<file path="config.mk">
export PLATFORM = sky130hd
export DESIGN_NAME = uart_tx_arbiter_flat
export DESIGN_NICKNAME = d
export VERILOG_FILES = /design/src/rtl/uart_pkg.sv /design/src/rtl/uart_tx_arbiter_if.sv /design/src/rtl/rr_arbiter2.sv /design/src/rtl/uart_tx_arbiter.sv /design/src/flat_wrapper.sv
export SDC_FILE = /design/constraint.sdc
export NUM_CORES = 1
export LEC_CHECK = 0
export CAP_MARGIN = 40
export CORE_MARGIN = 3
export CORE_UTILIZATION = 50
export CTS_BUF_LIST = sky130_fd_sc_hd__clkbuf_16
export CTS_CLUSTER_SIZE = 20
export DETAILED_ROUTE_END_ITERATION = 8
export DONT_BUFFER_PORTS = 1
export HOLD_SLACK_MARGIN = 0.05
export PLACE_DENSITY_LB_ADDON = 0.12
export SETUP_SLACK_MARGIN = 0.15
export SYNTH_ARGS = -nofsm -noshare
export SYNTH_HDL_FRONTEND = slang
export SYNTH_SLANG_ARGS = --single-unit
</file>
<file path="constraint.sdc">
create_clock -name clk -period 2.75 [get_ports clk]
set_input_delay 0.275 -clock clk [delete_from_list [all_inputs] [get_ports clk]]
set_output_delay 0.275 -clock clk [all_outputs]
set_load 0.02 [all_outputs]
</file>
<file path="src/rtl/uart_pkg.sv">
// uart_pkg: shared state encoding and default sizing for the UART transmit arbiter
package uart_pkg;
  localparam int DBIT_DEFAULT = 8;
  localparam int FRAME_MAX_DEFAULT = 64;
  typedef enum logic [2:0] {
    IDLE,
    SEND,
    WAIT
`ifdef UART_TX_CHECKSUM_EN
    , CHK,
    CHK_WAIT
`endif
  } state_t;
endpackage

</file>
<file path="src/rtl/uart_tx_arbiter_if.sv">
// uart_tx_arbiter_if: byte-stream handshake of the two requesters feeding the arbiter
interface uart_tx_arbiter_if import uart_pkg::*; #(
  parameter int DBIT = DBIT_DEFAULT
);
  logic            req0_valid;
  logic [DBIT-1:0] req0_data;
  logic            req0_last;
  logic            req0_ready;
  logic            req1_valid;
  logic [DBIT-1:0] req1_data;
  logic            req1_last;
  logic            req1_ready;
  modport master (
    output req0_valid, req0_data, req0_last, req1_valid, req1_data, req1_last,
    input  req0_ready, req1_ready
  );
  modport slave (
    input  req0_valid, req0_data, req0_last, req1_valid, req1_data, req1_last,
    output req0_ready, req1_ready
  );
endinterface

</file>
<file path="src/rtl/rr_arbiter2.sv">
// rr_arbiter2: two-way round-robin pick; on a tie the requester not served last wins
module rr_arbiter2 (
  input  logic [1:0] req,
  input  logic       last_served,
  output logic [1:0] gnt
);
  // a lone request wins outright, a tie goes away from the last-served side
  always_comb gnt = &req ? (last_served ? 2'b01 : 2'b10) : req;
endmodule

</file>
<file path="src/rtl/uart_tx_arbiter.sv">
// uart_tx_arbiter: frame-locked round-robin sharing of one UART transmitter; UART_TX_CHECKSUM_EN appends an XOR byte per frame
module uart_tx_arbiter import uart_pkg::*; #(
  parameter int DBIT      = DBIT_DEFAULT,
  parameter int FRAME_MAX = FRAME_MAX_DEFAULT
) (
  input  logic            clk,
  input  logic            uart_reset_n,
  uart_tx_arbiter_if.slave bus,
  output logic [DBIT-1:0] dataToSend,
  output logic            uart_tx_start,
  input  logic            uart_tx_done,
  output logic [1:0]      grant,
  output logic            busy
);
  state_t          state, state_nx;
  logic            owner, last_served, last_q;
  logic            own_valid, own_last, accept, frame_end, release_grant;
  logic [1:0]      arb;
  logic [7:0]      count;
  logic [DBIT-1:0] data_q, own_data;
`ifdef UART_TX_CHECKSUM_EN
  logic [DBIT-1:0] chk;
`endif

  rr_arbiter2 u_rr (
    .req({bus.req1_valid, bus.req0_valid}),
    .last_served(last_served),
    .gnt(arb)
  );

  // select the frame owner's stream and decode byte acceptance / frame end
  always_comb begin
    own_valid = owner ? bus.req1_valid : bus.req0_valid;
    own_data  = owner ? bus.req1_data : bus.req0_data;
    own_last  = owner ? bus.req1_last : bus.req0_last;
    accept    = state == SEND && own_valid;
    frame_end = state == WAIT && uart_tx_done && (last_q || count == 8'(FRAME_MAX));
  end

  // state register; reset abandons any frame in flight
  always_ff @(posedge clk or negedge uart_reset_n)
    if (!uart_reset_n) state <= IDLE;
    else state <= state_nx;

  // next-state decode
  always_comb begin
    state_nx = state;
    case (state)
      IDLE:     state_nx = |arb ? SEND : IDLE;
      SEND:     state_nx = own_valid ? WAIT : SEND;
`ifdef UART_TX_CHECKSUM_EN
      WAIT:     state_nx = !uart_tx_done ? WAIT : frame_end ? CHK : SEND;
      CHK:      state_nx = CHK_WAIT;
      CHK_WAIT: state_nx = uart_tx_done ? IDLE : CHK_WAIT;
`else
      WAIT:     state_nx = !uart_tx_done ? WAIT : frame_end ? IDLE : SEND;
`endif
      default:  state_nx = IDLE;
    endcase
  end

  // outputs: ready and start pulse in the accepting cycle, byte passed through until registered
  always_comb begin
    busy           = state != IDLE;
    bus.req0_ready = accept && !owner;
    bus.req1_ready = accept && owner;
`ifdef UART_TX_CHECKSUM_EN
    uart_tx_start  = accept || state == CHK;
    dataToSend     = accept ? own_data : state == CHK ? chk : data_q;
    release_grant  = state == CHK_WAIT && uart_tx_done;
`else
    uart_tx_start  = accept;
    dataToSend     = accept ? own_data : data_q;
    release_grant  = frame_end;
`endif
  end

  // frame bookkeeping: owner, held byte, byte count, round-robin pointer, checksum
  always_ff @(posedge clk or negedge uart_reset_n)
    if (!uart_reset_n) begin
      grant       <= 2'b00;
      owner       <= 1'b0;
      last_served <= 1'b1;
      last_q      <= 1'b0;
      count       <= 8'd0;
      data_q      <= '0;
`ifdef UART_TX_CHECKSUM_EN
      chk         <= '0;
`endif
    end else begin
      if (state == IDLE && |arb) begin
        grant <= arb;
        owner <= arb[1];
        count <= 8'd0;
`ifdef UART_TX_CHECKSUM_EN
        chk   <= '0;
`endif
      end
      if (accept) begin
        data_q <= own_data;
        last_q <= own_last;
        count  <= count + 8'd1;
`ifdef UART_TX_CHECKSUM_EN
        chk    <= chk ^ own_data;
`endif
      end
`ifdef UART_TX_CHECKSUM_EN
      if (state == CHK) data_q <= chk;
`endif
      if (frame_end) last_served <= owner;
      if (release_grant) grant <= 2'b00;
    end
endmodule

</file>
<file path="src/flat_wrapper.sv">
// flat-port wrapper written by rule: the top's interface ports become plain ports
module uart_tx_arbiter_flat import uart_pkg::*;
#(
  parameter int DBIT      = DBIT_DEFAULT,
  parameter int FRAME_MAX = FRAME_MAX_DEFAULT
)
  (clk, uart_reset_n, dataToSend, uart_tx_start, uart_tx_done, grant, busy, bus_req0_valid, bus_req0_data, bus_req0_last, bus_req1_valid, bus_req1_data, bus_req1_last, bus_req0_ready, bus_req1_ready);
  uart_tx_arbiter_if #(.DBIT(DBIT)) bus_i ();
  input  logic clk;
  input  logic uart_reset_n;
  output logic [DBIT-1:0] dataToSend;
  output logic uart_tx_start;
  input  logic uart_tx_done;
  output logic [1:0] grant;
  output logic busy;
  input wire logic [$bits(bus_i.req0_valid)-1:0] bus_req0_valid;
  input wire logic [$bits(bus_i.req0_data)-1:0] bus_req0_data;
  input wire logic [$bits(bus_i.req0_last)-1:0] bus_req0_last;
  input wire logic [$bits(bus_i.req1_valid)-1:0] bus_req1_valid;
  input wire logic [$bits(bus_i.req1_data)-1:0] bus_req1_data;
  input wire logic [$bits(bus_i.req1_last)-1:0] bus_req1_last;
  output wire logic [$bits(bus_i.req0_ready)-1:0] bus_req0_ready;
  output wire logic [$bits(bus_i.req1_ready)-1:0] bus_req1_ready;
  assign bus_i.req0_valid = bus_req0_valid;
  assign bus_i.req0_data = bus_req0_data;
  assign bus_i.req0_last = bus_req0_last;
  assign bus_i.req1_valid = bus_req1_valid;
  assign bus_i.req1_data = bus_req1_data;
  assign bus_i.req1_last = bus_req1_last;
  assign bus_req0_ready = bus_i.req0_ready;
  assign bus_req1_ready = bus_i.req1_ready;
  uart_tx_arbiter #(.DBIT(DBIT), .FRAME_MAX(FRAME_MAX)) u_core (.clk(clk), .uart_reset_n(uart_reset_n), .bus(bus_i), .dataToSend(dataToSend), .uart_tx_start(uart_tx_start), .uart_tx_done(uart_tx_done), .grant(grant), .busy(busy));
endmodule
</file>
==> metrics.cfg, run 1 <==
[sta]
finalSetupViolations = 0
finalMaxSlewViolations = 0
min_period_ns = 2.31
worst_slew_pin_slew_ns = 0.653
fin_setup_tns_ns = 0
relSlewSlack = 0.563
fmax_mhz = 433
hold_viol_final = 0
rsz0062_at_grt = no
min_period_over_period = 0.839
finClkSkew_ns = 0.00504

[worst_setup_path]
arrival_ns = 2.03
start_kind = flip-flop
crit_required_ns = 2.48
cp-end-kind = primary output
setup.worst_path.start = u_core.state[0]
critPathMaxFanout = 10
worst-setup-path-type = flip-flop to primary output
worstReg2RegStart = u_core.state[0]

[cts]
root_buffer = clkbuf_16
post-cts-setup-buffers = 0
clockBufferDepth = 2
cts_tree = built
clk_latency_ns = 0.26
clk_pin_slew_ns = 0.06
numClockSinks = 23
cts-buffers-inserted = 3
htreeDepth = 1

[synth]
synth_area_per_cell_sq_um = 10.7
seq_area_frac_synth = 0.473
syn_inst = 114
synth_nets = 139
ys_ff_latch = 23
ys.flop_type = dfrtp_1
synth_edf_count = 0
syn_area_sq_um = 1220
synth_warnings = 0
synth_async_sr_flop_share = 1.00
synth_cell_types = 36

[routing]
vias = 925
avgViaCountPerCell = 6.42
drt_iter0_markers = 15
drt-wirelength-per-cell_um = 17.5
drtPass1Iterations = 4
drc = 0
ant_nets = 0
drt-total-wl_um = 2520

[layout]
nets = 142
layout.cells.non_filler = 144
drive_gt1_frac = 0.112
fillers = 210
syn2layout_area_growth_pct = 10.4
final_util = 0.597
num_antenna_cells = 0

[global_routing]
grt_max_degree = 24
grt.total_usage = 0.175
overflow = 0
grt_pass1_vias = 950
grt_pass1_wl_um = 4320
antenna_found_initial = 0

[floorplan]
design.die.area_sq_um = 3070
die-width_um = 55.4
start_util = 0.541
rows = 17
dieHeight_um = 55.4
core_area_sq_um = 2250
ios = 37

[place]
hpwlAfterDp_um = 1820
io_buffers = 0
place_inst = 138
place_congestion = 0.782

[power]
power.density_nw_per_um2 = 1140
peakVddDrop_uv = 860
power.leakage_nw = 0.618

[flow_run]
drv_cap = 0

[min_path]
hp-class = primary input to flip-flop
holdCritStartpoint = uart_tx_done

[outcome]
status = finished, final reports clean

## where the power goes
| group | switching (W) | total [W] | internal [W] |
|---|---|---|---|
| Sequential | 0.000126 | 0.000589 | 0.000463 |
| Combinational | 0.000401 | 0.000625 | 0.000224 |
| Clock | 0.000118 | 0.000312 | 0.000194 |
## cell usage after synthesis, drive strengths merged (2+ instances only)
cell type  number  area share
nand2b          4       0.021
o21ai           8       0.033
or4b            2       0.020
nand3           6       0.025
nand2           2      0.0062
nor2b           2       0.010
clkbuf          2      0.0062
a21oi           2      0.0082
dfrtp          22        0.45
mux2i           5       0.041
nor2            3      0.0092
and3            3       0.016
and2            9       0.046
o221ai          4       0.029
mux2            2       0.018
a221o           9       0.074
buf             3       0.012
inv             5       0.015
nand4           3       0.015
ha              2       0.021
o21bai          2       0.012
nand4b          2       0.014
## timing repair
action,in CTS,in global routing
hold endpoints to repair,23,0
hold buffers,1,0
resized for setup,0,0
## sequential cells by signal, summed over array words and instances (netlist names)
| signal | flops |
|---|---|
| u_core.count | 8 |
| u_core.data_q | 8 |
| u_core.last_q | 1 |
| u_core.state | 2 |
| u_core.owner | 1 |
| u_core.grant | 2 |
| u_core.last_served | 1 |
## routing by layer
metal | up-vias | wire length (um) | global-route usage
met5 | - | 0 | 0
met4 | 0 | 36 | 0.0625
met3 | 3 | 183 | 0.0327
met2 | 37 | 1180 | 0.282
met1 | 452 | 1120 | 0.235
li1 | 433 | - | -
## placed cells by master (no fill, tap or decap), drive strengths merged
cell type and n:
nor2 3, o221ai 4, nor2b 2, and4b 1, a211oi 1, buf 2
ha 2, and2 9, dlygate4sd3 1, nand3 6, o21ai 8, xor2 1
dfstp 1, nand4 3, and3 3, a221o 9, and3b 1, a21oi 2
a21boi 1, nand2 2, mux2 2, nand4b 2, dfrtp 22, o21bai 2
o22ai 1, and4 1, clkinv 1, mux2i 5, or3b 1, clkbuf 3
nand2b 4, or4b 2, inv 6, nor4bb 1, a2bb2oi 1
## cell type report
type	count	area (sq um)	share of cell area
multi-input combinational	80	603	0.448
sequential	23	577	0.429
clock buffer	3	75.1	0.0558
tap	28	35.0	0.0260
timing repair buffer	3	28.8	0.0214
inverter	6	22.5	0.0167
clock inverter	1	3.75	0.00279
## cell families after synthesis
| group | after synthesis | share of synthesized area |
|---|---|---|
| AND/OR/NAND/NOR | 41 | 0.222 |
| AO/OA/AOI/OAI | 29 | 0.181 |
| flip-flops | 23 | 0.473 |
| buffers and inverters | 11 | 0.0370 |
| multiplexers | 7 | 0.0595 |
| adder cells (fa/ha/maj) | 2 | 0.0205 |
| XOR/XNOR | 1 | 0.00719 |
## worst max-delay path, cell delays in order, from the launching register on
cell and delay [ns]:
dfrtp_1 0.45, nor2b_1 0.37, and3_1 0.57, a221o_1 0.39
## worst paths after layout
| check | endpoint | slack (ns) | depth (start not counted) |
|---|---|---|---|
| worst max-delay path | dataToSend[1] | 0.44 | 3 |
| worst min-delay path | u_core.state[1] | 0.13 | 1 |
| worst max register to register | u_core.data_q[1] | 0.85 | 3 |
| worst min register to register | u_core.count[7] | 0.49 | 1 |
| max in group asynchronous | u_core.last_served | 1.73 | 2 |
| min in group asynchronous | u_core.owner | 0.45 | 1 |
## through the flow
stage / cell area, sq um / hold slack [ns] / power (W) / setup slack, ns
after floorplan: 1220 / -0.0206 / 0.00110 / 0.986
after global placement: 1240 / -0.0201 / 0.00119 / 0.819
after detailed placement: 1240 / -0.0199 / 0.00121 / 0.732
after CTS: 1330 / 0.127 / 0.00153 / 0.453
after global routing: 1350 / 0.148 / 0.00164 / 0.283
final: 1350 / 0.125 / 0.00153 / 0.442
Note: power is estimated with default switching activity, not from simulation.
==> inputs of run 2 (changes only) <==
clock period = 2.13 ns   (was 2.75 ns; I/O delays follow)
==> run 2 against run 1 <==
Effect of this change: worst hold slack got worse by 0.064 ns; clock power rose by 30%; critical path type unchanged; wire length rose by 3.5%; design area rose by 2.2%; flip-flop and latch count did not move; critical endpoint is now dataToSend[4]; critical path depth rose by 2; register-to-register slack got worse by 0.51 ns; via count rose by 0.43%; combinational power rose by 40%; global-route usage rose by 0.25 points; sequential share of layout area fell by 0.85 points.
==> metrics.cfg, run 2 (synthesis gave the netlist of run 1 again) <==
[outcome]
status = finished, final reports clean

[layout]
reg_top3 = u_core.count: 8 flops, u_core.data_q: 8 flops
final_cell_area_sq_um = 1380
seq_area_sq_um = 578
drive_gt1_frac = 0.168
final_cell_mix = dfrtp_1, and2_1, a221o_1
syn2layout_area_growth_pct = 12.8
num_antenna_cells = 0
final_util = 0.610
fillers = 190
multiInputGateArea_sq_um = 609
nets = 145
final_common_cell = dfrtp_1

[place]
io_buffers = 0
place_congestion = 0.809
placed_area_sq_um = 1270
hpwlAfterDp_um = 1770

[floorplan]
die-width_um = 55.4
start_util = 0.541
design.die.area_sq_um = 3070
ios = 37
rows = 17
core_area_sq_um = 2250
dieHeight_um = 55.4

[global_routing]
grt_max_degree = 24
overflow = 0
antenna_found_initial = 0
grt_pass1_vias = 922
grt.total_usage = 0.178
grt_pass1_wl_um = 4430

[flow_run]
drv_cap = 0

[worst_setup_path]
critPathMaxFanout = 10
arrival_ns = 1.70
crit_required_ns = 1.92
reg2reg_to = u_core.count[6]
reg2reg_depth = 4
cp-end-kind = primary output
worst-setup-path-type = flip-flop to primary output
start_kind = flip-flop
worstReg2RegStart = u_core.state[1]
r2r_setup_slack_ns = 0.34

[routing]
drt-wirelength-per-cell_um = 17.7
drt_iter0_markers = 19
ant_nets = 0
drtPass1Iterations = 4
avgViaCountPerCell = 6.32
vias = 929
drt-total-wl_um = 2600
drc = 0

[sta]
fmax_mhz = 524
min_period_ns = 1.91
finalSetupViolations = 0
rsz0062_at_grt = yes
relSlewSlack = 0.561
worst_slew_pin_slew_ns = 0.656
hold_viol_final = 0
fin_setup_tns_ns = 0
finalMaxSlewViolations = 0
finClkSkew_ns = 0.00179
min_period_over_period = 0.897

[cts]
root_buffer = clkbuf_16
clk_pin_slew_ns = 0.06
clk_latency_ns = 0.26
post-cts-setup-buffers = 0
cts-buffers-inserted = 3
clockBufferDepth = 2
cts_tree = built
numClockSinks = 23
htreeDepth = 1

[power]
p_total_w = 0.00203
peakVddDrop_uv = 953
power.leakage_nw = 0.633
power.density_nw_per_um2 = 1470

[min_path]
holdCritStartpoint = uart_tx_done
whs_path_depth = 1
min_to = u_core.state[1]
hp-class = primary input to flip-flop

## run 2: cell types whose count changed in the layout (fill, tap and decap cells not counted)
cell and delta:
nor2b_2 +1, nand2_2 +1, and3_2 +1, nand2_1 -1, and3_1 -1, dfrtp_1 -1
nor2b_1 -1, dfrtp_2 +1, buf_4 +3
## run 2: area by class of cell
class,count,area share
Clock inverter,1,0.00273
Sequential cell,23,0.420
Inverter,6,0.0164
Tap cell,28,0.0255
Timing Repair Buffer,6,0.0373
Multi-Input combinational cell,80,0.443
Clock buffer,3,0.0546
## run 2: how the worst max path moves through the flow
stage,start,endpoint,slack [ns]
floorplan,u_core.owner,dataToSend[1],0.43
global placement,u_core.owner,dataToSend[1],0.42
detailed placement,u_core.state[0],dataToSend[5],0.38
CTS,u_core.state[0],dataToSend[5],0.16
global route,u_core.owner,dataToSend[1],0.11
finish,u_core.owner,dataToSend[4],0.22
## run 2: through the flow
| step | setup WS [ns] | hold WS (ns) | instances |
|---|---|---|---|
| 2_1_floorplan | 0.428 | -0.0826 | 114 |
| 3_3_place_gp | 0.424 | -0.0821 | 141 |
| 3_5_place_dp | 0.375 | -0.0821 | 141 |
| 4_1_cts | 0.165 | 0.0643 | 146 |
| 5_1_grt | 0.112 | 0.0743 | 147 |
| 6_report | 0.220 | 0.0610 | 147 |
## run 2: metal layers
metal  part of all wire  global-route usage  wire (um)
met5                  0                   0          0
met2               0.46               0.279       1200
met4              0.012              0.0521         31
met1               0.46               0.242       1200
met3              0.066              0.0444        172
## run 2: critical path, stage by stage (launching register included)
cell,delay [ns]
dfrtp_1,0.38
buf_4,0.16
nor4bb_2,0.28
buf_4,0.23
and2_1,0.15
a221o_1,0.24
## run 2: where the power goes
group,internal [W],total [W],leakage [nW],switching (W)
Clock,0.000251,0.000405,0.0423,0.000154
Sequential,0.000600,0.000748,0.292,0.000148
Combinational,0.000329,0.000873,0.299,0.000544
## run 2: repair_timing
| action | in CTS | in global routing |
|---|---|---|
| hold buffers | 1 | 0 |
| pin swaps | 0 | 2 |
| hold endpoints to repair | 23 | 0 |
| setup endpoints to repair | 8 | 8 |
| gates cloned | 0 | 0 |
| gates resized for setup | 2 | 2 |
==> inputs of run 3 (changes only) <==
RECOVER_POWER = 50   (was default)
TNS_END_PERCENT = 100   (was default)
==> run 3 against run 2 <==
Effect of this change: first-iteration DRC count is 37% higher; sequential share of layout area is 0.23 points higher; critical path depth is 2 lower; critical endpoint is now dataToSend[5].
==> metrics.cfg, run 3 (synthesis gave the netlist of run 1 again) <==
[global_routing]
grt.total_usage = 0.178
antenna_found_initial = 0
grt_pass1_vias = 922
grt_pass1_wl_um = 4430
grt_max_degree = 24
overflow = 0

[flow_run]
drv_cap = 0

[floorplan]
die-width_um = 55.4
ios = 37
core_area_sq_um = 2250
rows = 17
design.die.area_sq_um = 3070
start_util = 0.541
dieHeight_um = 55.4

[worst_setup_path]
worst-setup-path-type = flip-flop to primary output
critPathMaxFanout = 13
start_kind = flip-flop
arrival_ns = 1.76
crit_required_ns = 1.92
cp-end-kind = primary output

[sta]
min_period_ns = 1.98
hold_viol_final = 0
finalSetupViolations = 0
fmax_mhz = 506
rsz0062_at_grt = yes
relSlewSlack = 0.552
finalMaxSlewViolations = 0
min_period_over_period = 0.928
worst_slew_pin_slew_ns = 0.670
fin_setup_tns_ns = 0
finClkSkew_ns = 0.00130

[routing]
vias = 938
ant_nets = 0
drt-wirelength-per-cell_um = 17.5
drt-total-wl_um = 2580
avgViaCountPerCell = 6.38
drtPass1Iterations = 4
drc = 0
drt_iter0_markers = 26

[place]
placed_area_sq_um = 1270
place_congestion = 0.809
io_buffers = 0
hpwlAfterDp_um = 1770

[layout]
final_common_cell = dfrtp_1
syn2layout_area_growth_pct = 12.2
reg_top3 = u_core.count: 8 flops, u_core.data_q: 8 flops
multiInputGateArea_sq_um = 609
seq_area_sq_um = 578
fillers = 192
final_cell_area_sq_um = 1370
nets = 145
drive_gt1_frac = 0.151
final_cell_mix = dfrtp_1, and2_1, a221o_1
num_antenna_cells = 0

[power]
peakVddDrop_uv = 954
power.leakage_nw = 0.628
power.density_nw_per_um2 = 1480

[cts]
root_buffer = clkbuf_16
cts-buffers-inserted = 3
htreeDepth = 1
clockBufferDepth = 2
clk_latency_ns = 0.26
cts_tree = built
numClockSinks = 23
clk_pin_slew_ns = 0.06

[min_path]
hp-class = primary input to flip-flop

[outcome]
status = finished, final reports clean

run 3: timing repair:
action	CTS	global route
setup endpoints to repair	8	8
pin swaps	0	2
gates resized for setup	2	2
endpoints found under the hold margin	23	0
hold buffers	1	0
buffers inserted	0	0
run 3: area by class of cell:
cell class | instances | area share
Multi-Input combinational cell | 80 | 0.446
Sequential cell | 23 | 0.423
Clock buffer | 3 | 0.0549
Timing Repair Buffer | 6 | 0.0320
Tap cell | 28 | 0.0256
Inverter | 6 | 0.0165
Clock inverter | 1 | 0.00274
run 3: metrics by stage:
step	cells	total power [W]	utilization	hold WS [ns]	setup slack (ns)
floorplan	114	0.00142	-	-0.0826	0.428
global placement	141	0.00157	0.562	-0.0821	0.424
detailed placement	141	0.00160	0.562	-0.0821	0.375
CTS	146	0.00202	0.603	0.0643	0.165
global route	147	0.00215	0.607	0.0743	0.0599
finish	147	0.00202	0.607	0.0605	0.153
run 3: where the power goes:
| group | internal (W) | switching [W] |
|---|---|---|
| sequential | 0.000600 | 0.000149 |
| combinational | 0.000325 | 0.000541 |
| clock | 0.000251 | 0.000153 |
| total | 0.00118 | 0.000843 |
run 3: layer usage:
metal,wire length [um],track usage,vias to the layer above
met1,1160,0.242,461
met4,31,0.0521,0
met3,167,0.0444,5
li1,-,-,439
met2,1220,0.279,33
met5,0,0,-
run 3: worst max-delay path, stage by stage (launching register included):
cell and delay (ns):
dfrtp_1 0.38, mux2_1 0.39, nand2_2 0.23, a221o_1 0.51
run 3: path summary, 6_finish.rpt:
path                            startpoint         endpoint  slack (ns)  depth (start not counted)
setup reg to reg           u_core.state[1]  u_core.count[6]        0.34                          4
min in group asynchronous     uart_reset_n  u_core.grant[1]        0.40                          1
setup / recovery              u_core.owner    dataToSend[5]        0.15                          3
max in group asynchronous     uart_reset_n  u_core.state[0]        0.79                          2
hold reg to reg            u_core.count[7]  u_core.count[7]        0.47                          1
hold / removal                uart_tx_done  u_core.state[1]        0.06                          1
